## config.mk

```make
export PLATFORM = sky130hd
export DESIGN_NAME = uart_mem_cmd_parser_flat
export DESIGN_NICKNAME = d
export VERILOG_FILES = /design/src/rtl/uart_mem_cmd_parser_if.sv /design/src/rtl/uart_mem_cmd_parser.sv /design/src/flat_wrapper.sv
export SDC_FILE = /design/constraint.sdc
export NUM_CORES = 1
export LEC_CHECK = 0
export CAP_MARGIN = 0
export CORE_ASPECT_RATIO = 1.2
export CORE_MARGIN = 4
export CORE_UTILIZATION = 55
export CTS_BUF_LIST = sky130_fd_sc_hd__clkbuf_4 sky130_fd_sc_hd__clkbuf_8
export DETAILED_ROUTE_END_ITERATION = 7
export HOLD_SLACK_MARGIN = 0.03
export PLACE_DENSITY_LB_ADDON = 0.15
export SLEW_MARGIN = 5
export SYNTH_ARGS = -nofsm -noshare
export SYNTH_HDL_FRONTEND = slang
export SYNTH_SLANG_ARGS = --single-unit
```

## constraint.sdc

```tcl
create_clock -name clk -period 6.5 [get_ports clk]
set_input_delay 1.3 -clock clk [delete_from_list [all_inputs] [get_ports clk]]
set_output_delay 1.3 -clock clk [all_outputs]
set_load 0.02 [all_outputs]
```

## src/rtl/uart_mem_cmd_parser_if.sv

```systemverilog
// Bus bundle between the UART command parser, the UART byte streams and the
// memories' debug access ports.
interface uart_mem_cmd_parser_if;
    logic [7:0]  rx_data;
    logic        rx_valid;
    logic [7:0]  tx_data;
    logic        tx_valid;
    logic        tx_ready;
    logic        enable;
    logic        write_mem_req;
    logic        target_mem_type;
    logic [8:0]  target_addr;
    logic [31:0] wr_data;
    logic        rw_flag;
    logic [41:0] resp_data;
    logic        resp_valid;
    logic        busy;

    // parser side
    modport master (
        input  rx_data, rx_valid, tx_ready, enable, resp_data, resp_valid,
        output tx_data, tx_valid, write_mem_req, target_mem_type, target_addr,
               wr_data, rw_flag, busy
    );

    // UART / memory side
    modport slave (
        output rx_data, rx_valid, tx_ready, enable, resp_data, resp_valid,
        input  tx_data, tx_valid, write_mem_req, target_mem_type, target_addr,
               wr_data, rw_flag, busy
    );
endinterface

```

## src/rtl/uart_mem_cmd_parser.sv

```systemverilog
// UART byte stream to memory debug-port command parser with byte-serialised replies.
// Optional trailing XOR checksum byte per frame when CMD_CHECKSUM_EN is defined.
module uart_mem_cmd_parser #(
    parameter int unsigned RESP_TIMEOUT = 16,
    parameter int unsigned RX_TIMEOUT   = 100000,
    parameter logic [7:0]  ACK_BYTE     = 8'hA5,
    parameter logic [7:0]  NAK_BYTE     = 8'hEE
) (
    input  logic                    clk,
    input  logic                    reset,
    uart_mem_cmd_parser_if.master   bus
);

    localparam int unsigned RX_TW   = (RX_TIMEOUT   > 1) ? $clog2(RX_TIMEOUT)   : 1;
    localparam int unsigned RESP_TW = (RESP_TIMEOUT > 1) ? $clog2(RESP_TIMEOUT) : 1;
    localparam logic [RX_TW-1:0]   RX_LAST   = RX_TW'(RX_TIMEOUT - 1);
    localparam logic [RESP_TW-1:0] RESP_LAST = RESP_TW'(RESP_TIMEOUT - 1);

    typedef enum logic [2:0] {
        S_CMD,
        S_ADDR,
        S_DATA,
`ifdef CMD_CHECKSUM_EN
        S_CHK,
`endif
        S_ISSUE,
        S_WAIT,
        S_TX
    } state_t;

`ifdef CMD_CHECKSUM_EN
    localparam state_t S_FRAME_END = S_CHK;
`else
    localparam state_t S_FRAME_END = S_ISSUE;
`endif

    state_t               state;
    logic                 cmd_rw;
    logic                 cmd_mem;
    logic [8:0]           addr_q;
    logic [31:0]          data_q;
    logic [1:0]           byte_cnt;
    logic [RX_TW-1:0]     rx_timer;
    logic [RESP_TW-1:0]   resp_timer;
    logic [47:0]          tx_buf;
    logic [2:0]           tx_cnt;

`ifdef CMD_CHECKSUM_EN
    logic [7:0]           chk;

    // Running XOR of the frame bytes; restarts with every command byte.
    always_ff @(posedge clk or posedge reset) begin
        if (reset) begin
            chk <= 8'h00;
        end else if (bus.rx_valid) begin
            if (state == S_CMD)
                chk <= bus.rx_data;
            else if (state == S_ADDR || state == S_DATA)
                chk <= chk ^ bus.rx_data;
        end
    end
`endif

    always_ff @(posedge clk or posedge reset) begin
        if (reset) begin
            state               <= S_CMD;
            cmd_rw              <= 1'b0;
            cmd_mem             <= 1'b0;
            addr_q              <= 9'h000;
            data_q              <= 32'h0000_0000;
            byte_cnt            <= 2'd0;
            rx_timer            <= '0;
            resp_timer          <= '0;
            tx_buf              <= 48'h0;
            tx_cnt              <= 3'd0;
            bus.tx_data         <= 8'h00;
            bus.tx_valid        <= 1'b0;
            bus.write_mem_req   <= 1'b0;
            bus.target_mem_type <= 1'b0;
            bus.target_addr     <= 9'h000;
            bus.wr_data         <= 32'h0000_0000;
            bus.rw_flag         <= 1'b0;
            bus.busy            <= 1'b0;
        end else begin
            bus.write_mem_req <= 1'b0;
            case (state)
                S_CMD: begin
                    if (bus.rx_valid) begin
                        cmd_rw   <= bus.rx_data[7];
                        cmd_mem  <= bus.rx_data[6];
                        addr_q   <= {bus.rx_data[0], 8'h00};
                        rx_timer <= '0;
                        bus.busy <= 1'b1;
                        state    <= S_ADDR;
                    end
                end

                S_ADDR: begin
                    // Expiry wins over a byte arriving on the same cycle.
                    if (rx_timer == RX_LAST) begin
                        rx_timer <= '0;
                        bus.busy <= 1'b0;
                        state    <= S_CMD;
                    end else if (bus.rx_valid) begin
                        addr_q[7:0] <= bus.rx_data;
                        rx_timer    <= '0;
                        byte_cnt    <= 2'd0;
                        state       <= cmd_rw ? S_DATA : S_FRAME_END;
                    end else begin
                        rx_timer <= rx_timer + RX_TW'(1);
                    end
                end

                S_DATA: begin
                    if (rx_timer == RX_LAST) begin
                        rx_timer <= '0;
                        bus.busy <= 1'b0;
                        state    <= S_CMD;
                    end else if (bus.rx_valid) begin
                        data_q   <= {data_q[23:0], bus.rx_data};
                        byte_cnt <= byte_cnt + 2'd1;
                        rx_timer <= '0;
                        if (byte_cnt == 2'd3)
                            state <= S_FRAME_END;
                    end else begin
                        rx_timer <= rx_timer + RX_TW'(1);
                    end
                end

`ifdef CMD_CHECKSUM_EN
                S_CHK: begin
                    if (rx_timer == RX_LAST) begin
                        rx_timer <= '0;
                        bus.busy <= 1'b0;
                        state    <= S_CMD;
                    end else if (bus.rx_valid) begin
                        rx_timer <= '0;
                        if (bus.rx_data == chk) begin
                            state <= S_ISSUE;
                        end else begin
                            tx_buf       <= {NAK_BYTE, 40'h0};
                            bus.tx_data  <= NAK_BYTE;
                            bus.tx_valid <= 1'b1;
                            tx_cnt       <= 3'd1;
                            state        <= S_TX;
                        end
                    end else begin
                        rx_timer <= rx_timer + RX_TW'(1);
                    end
                end
`endif

                S_ISSUE: begin
                    if (bus.enable) begin
                        tx_buf       <= {NAK_BYTE, 40'h0};
                        bus.tx_data  <= NAK_BYTE;
                        bus.tx_valid <= 1'b1;
                        tx_cnt       <= 3'd1;
                        state        <= S_TX;
                    end else begin
                        // Request fields are loaded together with the strobe.
                        bus.write_mem_req   <= 1'b1;
                        bus.target_mem_type <= cmd_mem;
                        bus.target_addr     <= addr_q;
                        bus.rw_flag         <= cmd_rw;
                        if (cmd_rw) begin
                            bus.wr_data  <= data_q;
                            tx_buf       <= {ACK_BYTE, 40'h0};
                            bus.tx_data  <= ACK_BYTE;
                            bus.tx_valid <= 1'b1;
                            tx_cnt       <= 3'd1;
                            state        <= S_TX;
                        end else begin
                            resp_timer <= '0;
                            state      <= S_WAIT;
                        end
                    end
                end

                S_WAIT: begin
                    if (bus.resp_valid) begin
                        tx_buf       <= {6'b0, bus.resp_data};
                        bus.tx_data  <= {6'b0, bus.resp_data[41:40]};
                        bus.tx_valid <= 1'b1;
                        tx_cnt       <= 3'd6;
                        state        <= S_TX;
                    end else if (resp_timer == RESP_LAST) begin
                        tx_buf       <= {NAK_BYTE, 40'h0};
                        bus.tx_data  <= NAK_BYTE;
                        bus.tx_valid <= 1'b1;
                        tx_cnt       <= 3'd1;
                        state        <= S_TX;
                    end else begin
                        resp_timer <= resp_timer + RESP_TW'(1);
                    end
                end

                S_TX: begin
                    if (bus.tx_valid && bus.tx_ready) begin
                        if (tx_cnt == 3'd1) begin
                            bus.tx_valid <= 1'b0;
                            bus.tx_data  <= 8'h00;
                            tx_cnt       <= 3'd0;
                            bus.busy     <= 1'b0;
                            state        <= S_CMD;
                        end else begin
                            tx_buf      <= {tx_buf[39:0], 8'h00};
                            bus.tx_data <= tx_buf[39:32];
                            tx_cnt      <= tx_cnt - 3'd1;
                        end
                    end
                end

                default: begin
                    bus.busy <= 1'b0;
                    state    <= S_CMD;
                end
            endcase
        end
    end

endmodule

```

## src/flat_wrapper.sv

```systemverilog
// flat-port wrapper written by rule: the top's interface ports become plain ports
module uart_mem_cmd_parser_flat 
#(
    parameter int unsigned RESP_TIMEOUT = 16,
    parameter int unsigned RX_TIMEOUT   = 100000,
    parameter logic [7:0]  ACK_BYTE     = 8'hA5,
    parameter logic [7:0]  NAK_BYTE     = 8'hEE
)
  (clk, reset, bus_rx_data, bus_rx_valid, bus_tx_ready, bus_enable, bus_resp_data, bus_resp_valid, bus_tx_data, bus_tx_valid, bus_write_mem_req, bus_target_mem_type, bus_target_addr, bus_wr_data, bus_rw_flag, bus_busy);
  uart_mem_cmd_parser_if bus_i ();
  input  logic clk;
  input  logic reset;
  input wire logic [$bits(bus_i.rx_data)-1:0] bus_rx_data;
  input wire logic [$bits(bus_i.rx_valid)-1:0] bus_rx_valid;
  input wire logic [$bits(bus_i.tx_ready)-1:0] bus_tx_ready;
  input wire logic [$bits(bus_i.enable)-1:0] bus_enable;
  input wire logic [$bits(bus_i.resp_data)-1:0] bus_resp_data;
  input wire logic [$bits(bus_i.resp_valid)-1:0] bus_resp_valid;
  output wire logic [$bits(bus_i.tx_data)-1:0] bus_tx_data;
  output wire logic [$bits(bus_i.tx_valid)-1:0] bus_tx_valid;
  output wire logic [$bits(bus_i.write_mem_req)-1:0] bus_write_mem_req;
  output wire logic [$bits(bus_i.target_mem_type)-1:0] bus_target_mem_type;
  output wire logic [$bits(bus_i.target_addr)-1:0] bus_target_addr;
  output wire logic [$bits(bus_i.wr_data)-1:0] bus_wr_data;
  output wire logic [$bits(bus_i.rw_flag)-1:0] bus_rw_flag;
  output wire logic [$bits(bus_i.busy)-1:0] bus_busy;
  assign bus_i.rx_data = bus_rx_data;
  assign bus_i.rx_valid = bus_rx_valid;
  assign bus_i.tx_ready = bus_tx_ready;
  assign bus_i.enable = bus_enable;
  assign bus_i.resp_data = bus_resp_data;
  assign bus_i.resp_valid = bus_resp_valid;
  assign bus_tx_data = bus_i.tx_data;
  assign bus_tx_valid = bus_i.tx_valid;
  assign bus_write_mem_req = bus_i.write_mem_req;
  assign bus_target_mem_type = bus_i.target_mem_type;
  assign bus_target_addr = bus_i.target_addr;
  assign bus_wr_data = bus_i.wr_data;
  assign bus_rw_flag = bus_i.rw_flag;
  assign bus_busy = bus_i.busy;
  uart_mem_cmd_parser #(.RESP_TIMEOUT(RESP_TIMEOUT), .RX_TIMEOUT(RX_TIMEOUT), .ACK_BYTE(ACK_BYTE), .NAK_BYTE(NAK_BYTE)) u_core (.clk(clk), .reset(reset), .bus(bus_i));
endmodule
```

After elaboration in Yosys (flattened, before gate mapping)

Cells that the tools add are included.

Output and inout bits: 54
Word-level logic and storage cells: 140
Register bits: 166

Bitwise gates (word level): 3
Eq/ne operators: 27
Muxes and demuxes: 65
Reductions and logical operators: 22
$add $sub $neg: 4

Operators with widths:

| operator                                                              | count |
|---|---|
| 40-bit two-way mux                                                    | 6 |
| 40-bit case mux with 3 select lines                                   | 1 |
| 8-bit two-way mux                                                     | 9 |
| 17-bit two-way mux                                                    | 3 |
| 3-bit two-way mux                                                     | 17 |
| 17-bit case mux with 2 select lines                                   | 1 |
| 5-bit AND reduction                                                   | 5 |
| 8-bit case mux with 3 select lines                                    | 1 |
| 2-bit != test, second input constant                                  | 10 |
| 3-bit case mux with 6 select lines                                    | 1 |
| 17-bit by 1-bit adder with 17-bit output, second input constant       | 1 |
| 17-bit equality test, second input constant                           | 1 |
| 4-bit two-way mux                                                     | 4 |
| 8-bit case mux with 2 select lines                                    | 1 |
| 1-bit two-way mux                                                     | 12 |
| 3-bit by 2-bit != test with 1-bit output, second input constant       | 4 |
| 3-bit case mux with 3 select lines                                    | 1 |
| 2-bit two-way mux                                                     | 4 |
| 4-bit case mux with 2 select lines                                    | 1 |
| 4-bit AND reduction                                                   | 2 |
| 2-bit nonzero test                                                    | 4 |
| 7-bit AND reduction                                                   | 1 |
| 3-bit by 1-bit equality test with 1-bit output, second input constant | 2 |
| 3-bit by 2-bit equality test with 1-bit output, second input constant | 2 |
| other kinds (18)                                                      | 27 |

Depth between registers and ports, before layout

Depth after elaboration: 5
Mapped depth: 7

Least setup slack after synthesis

Ideal clock, no wire load.

Path type: input-to-reg
Start: input port bus_resp_valid
End: register u_core.tx_buf[10]
Cell stages on the path: 6
Data required time: 6375 ps
Path buffers: 2
Slack: 3679 ps
Arrival: 2696 ps
Library setup time: 125 ps
Cells stage by stage: or4b_1 > buf_2 > o22ai_4 > a211oi_4 > buf_6 > mux2_4

Longest elaborated chain between the ends: 2

Ends and longest elaborated chain:

| element                                                                                  | line                       | source |
|---|---|---|
| from (decl)                                                                              | flat_wrapper.sv:18         | `input wire logic [$bits(bus_i.resp_valid)-1:0] bus_resp_valid;` |
| 3-bit by 2-bit != test with 1-bit output (no line) or 40-bit two-way mux (tied branches) | -                          |  |
| 5-bit AND reduction (no line) or 40-bit case mux with 3 select lines (tied branches)     | -                          |  |
| to (signal assigned)                                                                     | uart_mem_cmd_parser.sv:155 | `tx_buf <= {NAK_BYTE, 40'h0};` |
| to (signal assigned)                                                                     | uart_mem_cmd_parser.sv:168 | `tx_buf <= {ACK_BYTE, 40'h0};` |
| to (signal assigned)                                                                     | uart_mem_cmd_parser.sv:182 | `tx_buf <= {6'b0, bus.resp_data};` |
| to (decl)                                                                                | uart_mem_cmd_parser.sv:45  | `logic [47:0] tx_buf;` |

Several ways; a longest one is shown, not always the timed one.
A chain may end at the register's enable or synchronous reset.

Worst setup path in the final report

Start: input port bus_enable
End: register u_core.tx_buf[18]

Longest elaborated chain between the ends: 2

Ends and longest elaborated chain:

| element                                                                                  | line               | source |
|---|---|---|
| from (decl)                                                                              | flat_wrapper.sv:16 | `input wire logic [$bits(bus_i.enable)-1:0] bus_enable;` |
| 3-bit by 2-bit != test with 1-bit output (no line) or 40-bit two-way mux (tied branches) | -                  |  |
| 5-bit AND reduction (no line) or 40-bit case mux with 3 select lines (tied branches)     | -                  |  |

Several ways; a longest one is shown, not always the timed one.

==> results.tsv <==
stage	metric	value	unit
timing	slew_violations	0	
power	total_power	3.67	mW
die	ios	110	
synthesis	avgSynthCellArea	12.3	µm²
min_path	holdPathEnd	u_core.bus.target_addr[2]$_DFFE_PP0N_	
setup_path	cp_num_buf_inv	2	
timing	fmax	257	MHz
synthesis	synth.net_count	675	
synthesis	synth.cell_area	7580	µm²
die	die-height	137	µm
power	p_clk_frac	0.207	
die	start_util	0.567	
placement	portBuffers	109	
power	internal-power	2.38	mW
synthesis	yosys_warnings	0	
timing	fin_worst_skew	0.0138	ns
timing	grt_setup_unrepaired	no	
synthesis	synth_edf_count	0	
setup_path	criticalPathCategory	input port to flip-flop	
layout	nets	768	
power	power.density	402	nW/µm²
min_path	hold_path.startpoint	u_core.addr_q[2]$_DFFE_PP0P_	
clocking	clk_pin_slew	0.09	ns
min_path	hold_depth	2	
route	wire_per_inst	17.6	µm
timing	period_minus_slack	3.89	ns
setup_path	cp.depth	6	
synthesis	synthArstFlopShare	1.00	
synthesis	ys_types	66	
power	p_sw_frac	0.352	
setup_path	critical-path-top-delay-family	buffers and inverters	
die	core.rowCount	46	
route	vias	5161	
route	drt_pass1_iterations	4	
layout	area_delta_synth_final	20.4	%
layout	fin_area	9130	µm²
synthesis	ys_seq_area_frac	0.548	
setup_path	path_cells	clkdlybuf4s50_1 > nand4bb_1 > o22ai_4 > a211oi_4 > buf_4 > mux2_2	
clocking	clockRootBuffer	clkbuf_8	
route	drc	0	
setup_path	crit_path_start_kind	input port	
run	max_cap_violations	0	
clocking	cts_tree	yes	
clocking	cts_hold_buf	0	
setup_path	rrSetupSlack	3.30	ns
die	die_x	115	µm
grt	first_global_vias	5241	
layout	antenna_cells	0	
synthesis	postSynthCellCount	614	
route	drtIter0Drc	244	
layout	drive_gt1_frac	0.204	
placement	finalWeightedCongestion	0.793	
setup_path	cp_max_fo	24	
placement	hpwl	10800	µm
clocking	cts_resized	0	
min_path	hold_class	flip-flop to flip-flop	
grt	overflow	0	
setup_path	reg2reg_depth	5	
route	via_per_inst	5.81	
clocking	cts_sinks	166	
route	drtAntennaViolNets	0	
setup_path	crit_path_end_kind	flip-flop	
grt	grt_pass1_wl	25500	µm
clocking	insertion_delay	0.45	ns
timing	setup_violations	0	
clocking	postCtsSetupBuffers	0	
timing	tightest_slew	1.16	ns
clocking	cts_buffers	17	
grt	grtUsageTotal	0.204	
setup_path	r2r-start	u_core.state[2]$_DFFE_PP0P_	
die	core	13400	µm²
clocking	cts_max_level	4	
synthesis	ys_ff_latch	166	
power	ir_drop	0.298	mV
grt	grt_max_degree	112	
setup_path	crit_required	6.84	ns
placement	post_dp_cell_area	8720	µm²
setup_path	cp.arrival	4.23	ns
power	combPwrFrac	0.354	
status	status	complete, no violations	
timing	fin_crit_sh	0.598	
route	wirelength	15600	µm
timing	hold_viol_final	0	
clocking	clock_path_buffers	2	
synthesis	synth_ff_type	dfrtp_1	
timing	slew_headroom	0.224	
die	design.die.area	15700	µm²
setup_path	worst_path_largest_cell_delay	0.60	ns
power	power_frac_seq	0.439	
power	p_switching	1.29	mW
timing	fin_setup_tns	0	ns
power	power.leakage	4.26	nW
setup_path	timing.rr.end	u_core.tx_buf[18]$_DFFE_PP0P_	
grt	antenna_found_initial	0	
setup_path	worst_path_max_delay_cell	a211oi_4	
[how the worst max path moves through the flow]
stage,to,startpoint
5_1_grt,u_core.tx_buf[18]$_DFFE_PP0P_,bus_enable
3_3_place_gp,u_core.tx_buf[18]$_DFFE_PP0P_,bus_enable
4_1_cts,u_core.tx_buf[18]$_DFFE_PP0P_,bus_enable
3_5_place_dp,u_core.tx_buf[18]$_DFFE_PP0P_,bus_enable
2_1_floorplan,u_core.addr_q[0]$_DFFE_PP0P_,reset
6_report,u_core.tx_buf[18]$_DFFE_PP0P_,bus_enable
[per-stage QoR]
step | hold slack (ns) | setup slack (ns) | utilization | std cells
2_1_floorplan | 0.439 | 0.710 | - | 614
4_1_cts | 0.472 | 2.65 | 0.683 | 888
3_3_place_gp | 0.452 | 2.25 | 0.653 | 856
5_1_grt | 0.491 | 2.47 | 0.683 | 888
6_report | 0.470 | 2.61 | 0.683 | 888
3_5_place_dp | 0.451 | 2.15 | 0.653 | 856
[area by class of cell]
cell class,instances,area [µm²]
Clock buffer,18,248
Clock inverter,14,161
Fill cell,1003,4230
Inverter,23,91.3
Multi-Input combinational cell,385,3130
Sequential cell,166,4150
Tap cell,168,210
Timing Repair Buffer,114,1130
[kinds of logic (layout without fill, tap and decap cells)]
group,Yosys count,after routing,synth area share
compound gates,120,120,0.122
flops,166,166,0.548
fa+ha+maj,5,5,0.00826
buf+inv,63,169,0.0383
simple gates,146,146,0.102
mux,111,111,0.178
xor+xnor,3,3,0.00347
[placed cells by master (no fill, tap or decap), drive strengths merged, types with 3 or more instances in the layout]
cell,n
dfrtp,166
clkdlybuf4s50,109
mux2,100
nand2,59
a22o,40
inv,30
clkbuf,18
o21ai,17
nor2,14
nand3,12
nand2b,11
mux2i,11
a31oi,11
a21oi,10
and3,8
nor3,7
o22ai,6
nand4,6
ha,5
buf,5
and2,4
a2111oi,4
a211o,4
a41oi,4
o211ai,4
clkinvlp,4
or2,3
nand3b,3
a211oi,3
[power by group through the flow]
stage / sequential [mW] / combinational, mW / clock [mW]
floorplan: 1.65 / 0.848 / 0
global placement: 1.61 / 1.27 / 0
detailed placement: 1.63 / 1.31 / 0
CTS: 1.61 / 1.31 / 0.776
global route: 1.65 / 1.40 / 0.818
finish: 1.61 / 1.30 / 0.759
[layer usage]
metal | track usage | vias up | share of wire
met5 | 0 | - | 0
met4 | 0.0835 | 0 | 0.021
met3 | 0.0478 | 23 | 0.052
met2 | 0.345 | 121 | 0.51
met1 | 0.253 | 2591 | 0.41
li1 | - | 2426 | -
[state kept, by name, summed over array words and instances, names as in the netlist, 2 cells and up]
name,flops
u_core.bus.wr_data,32
u_core.bus.tx_data,8
u_core.state,3
u_core.resp_timer,4
u_core.tx_cnt,3
u_core.tx_buf,40
u_core.rx_timer,17
u_core.bus.target_addr,9
u_core.byte_cnt,2
u_core.data_q,32
u_core.addr_q,9
[tightest hold or removal path, stage by stage (launching register included)]
cell     delay [ns]
dfrtp_1        0.35
nand2_1        0.05
nand2_1        0.05
[synth_stat cells, drive strengths merged, types with 10 or more instances]
master  count  area share
o21ai      17       0.011
mux2      100        0.16
nand2b     11      0.0091
a22o       40       0.046
nand3      12      0.0086
dfrtp     166        0.55
inv        23       0.011
mux2i      11       0.015
nand2      59       0.029
clkbuf     19      0.0094
buf        21       0.018
nor2       14      0.0069
a31oi      11      0.0091
a21oi      10      0.0066
(Power assumes the default switching activity.)
==> patch (same flow settings) <==
Build with the macro `CMD_CHECKSUM_EN` defined.
--- a/src/rtl/uart_mem_cmd_parser.sv
+++ b/src/rtl/uart_mem_cmd_parser.sv
@@ -1,5 +1,7 @@
 // UART byte stream to memory debug-port command parser with byte-serialised replies.
 // Optional trailing XOR checksum byte per frame when CMD_CHECKSUM_EN is defined.
+`define CMD_CHECKSUM_EN
+
 module uart_mem_cmd_parser #(
     parameter int unsigned RESP_TIMEOUT = 16,
     parameter int unsigned RX_TIMEOUT   = 100000,
Check against the original RTL: not equivalent (Yosys sat finds a counterexample within 4 cycles, from zero or initial values and one cycle with reset high).
==> patch against the unedited design <==
Clock skew fell by 0.0038 ns. Total power rose by 18%. Worst setup slack got worse by 0.25 ns. Sequential cell count rose by 8. Die area rose by 1.9%. Final area rose by 1.6%. Area after synthesis rose by 2.0%. Fmax fell by 6.0%. Largest power group unchanged. Routed wire length rose by 4.2%. Highest routed layer unchanged. Combinational power rose by 33%.
==> patch: results (changes against the unedited design) <==
status: "complete, no violations"  # unchanged
clk_latency_ns: 0.45  # about the same
grt_max_degree: 74  # was 112
gr-usage-met3_pct: 4.92  # was 4.78%
n_antenna_cell: 0  # unchanged
syn_nets: 721  # was 675
relSlewSlack_pct: 20.2  # was 22.4%
synthTopCellsByArea: "dfrtp_1 (56%), mux2_2 (9.8%), nand2_1 (4.4%)"  # was dfrtp_1 (55%), mux2_2 (10%), mux2_4 (5.9%)
finClkSkew_ns: 0.00998  # was 0.0138 ns
cts_buffer_depth: 2  # unchanged
finalHoldViolCount: 0  # unchanged
dr_wl_met2_um: 8540  # was 8030 µm
finalNetCount: 815  # was 768
clk_pin_slew_worst_paths_ns: 0.09  # about the same
slowest_delay_ns: 0.76  # was 0.60 ns
pre_cts_slack_ns: 1.92  # was 2.15 ns
crit_slowest_cell: "or4b_1"  # was a211oi_4
grt_pass1_vias: 5600  # was 5241
place_area_um2: 8890  # was 8720 µm²
ir_drop_mv: 0.247  # was 0.298 mV
portBuffers: 109  # unchanged
firstDrtPassIters: 4  # unchanged
wl_met3_um: 764  # was 812 µm
fillCellCount: 1056  # was 1003
drt_wl_total_um: 16300  # was 15600 µm
synth_common_cells: "dfrtp_1 (174), nand2_1 (91), mux2_2 (67)"  # was dfrtp_1 (166), mux2_2 (70), nand2_1 (59)
drive_gt1_share_pct: 14.8  # was 20.4%
root_buffer: "clkbuf_8"  # unchanged
largest_registers: "u_core.tx_buf (40), u_core.bus.wr_data (32), u_core.data_q (32)"  # unchanged
ys_types: 50  # was 66
netlist_instances: 660  # was 614
post_cts_buffers: 0  # unchanged
synth_flop_cell: "dfrtp_1"  # unchanged
wirelength_met1_um: 6550  # was 6450 µm
ys_async_sr_fraction_pct: 100  # unchanged
dr.max_layer_used: "met4"  # unchanged
seq_area_frac_synth_pct: 56.4  # was 54.8%
dp.cells: 906  # was 856
cts_resized: 0  # unchanged
dp_hpwl_um: 11200  # was 10800 µm
slew_viol_final: 0  # unchanged
power_leakage_uw: 0.00420  # was 0.00426 µW
grt_use_total_pct: 21.5  # was 20.4%
critPathTopFamily: "compound AO/OA/AOI/OAI gates"  # was buffers and inverters
grt.met1_usage_pct: 26.1  # was 25.3%
grt_antenna_before_repair: 0  # unchanged
via_per_inst: 5.82  # was 5.81
critical_path.max_fanout: 25  # was 24
swShare_pct: 35.6  # was 35.2%
first_iter_violations: 318  # was 244
gp_congestion: 0.884  # was 0.793
hp-class: "flip-flop to flip-flop"  # unchanged
vias: 5444  # was 5161
crit_arrival_ns: 4.51  # was 4.23 ns
gr-usage-met2_pct: 36.8  # was 34.5%
grt_pass1_wl_um: 27000  # was 25500 µm
cts_made_buffers: 17  # unchanged
patch: power groups by stage:
stage                     logic (µW)  registers (µW)  clock network [µW]
after CTS                       1750            1880                 746
final                           1730            1880                 727
after floorplan                 1180            1910                   0
after detailed placement        1750            1900                   0
after global placement          1690            1870                   0
after global routing            1900            1940                 794
patch: logic make-up after synthesis:
group | Yosys count | synth area share [%]
multiplexers | 79 | 11.4
XOR/XNOR | 29 | 3.29
adder cells (fa/ha/maj) | 5 | 0.810
AND/OR/NAND/NOR | 174 | 10.8
flip-flops | 174 | 56.4
AO/OA/AOI/OAI | 133 | 13.2
buffers and inverters | 66 | 4.11
patch: final timing paths:
kind	startpoint	to	slack (ns)	cells after the start
worst max-delay path	bus_enable	u_core.bus.tx_data[2]$_DFFE_PP0P_	2.37	7
worst min-delay path	u_core.addr_q[2]$_DFFE_PP0P_	u_core.bus.target_addr[2]$_DFFE_PP0N_	0.48	2
worst max register to register	u_core.state[0]$_DFFE_PP0P_	u_core.bus.tx_data[2]$_DFFE_PP0P_	2.78	6
worst min register to register	u_core.addr_q[2]$_DFFE_PP0P_	u_core.bus.target_addr[2]$_DFFE_PP0N_	0.48	2
max in group asynchronous	reset	u_core.bus.target_addr[3]$_DFFE_PP0N_	4.01	3
min in group asynchronous	reset	u_core.bus.tx_data[6]$_DFFE_PP0P_	1.30	2
patch: layout make-up:
class / instances / area, µm² / area share [%]
Clock buffer: 20 / 269 / 2.90
Timing Repair Buffer: 117 / 1150 / 12.4
Tap cell: 171 / 214 / 2.31
Inverter: 24 / 95.1 / 1.03
Multi-Input combinational cell: 420 / 3080 / 33.2
Clock inverter: 10 / 114 / 1.23
Sequential cell: 174 / 4350 / 47.0
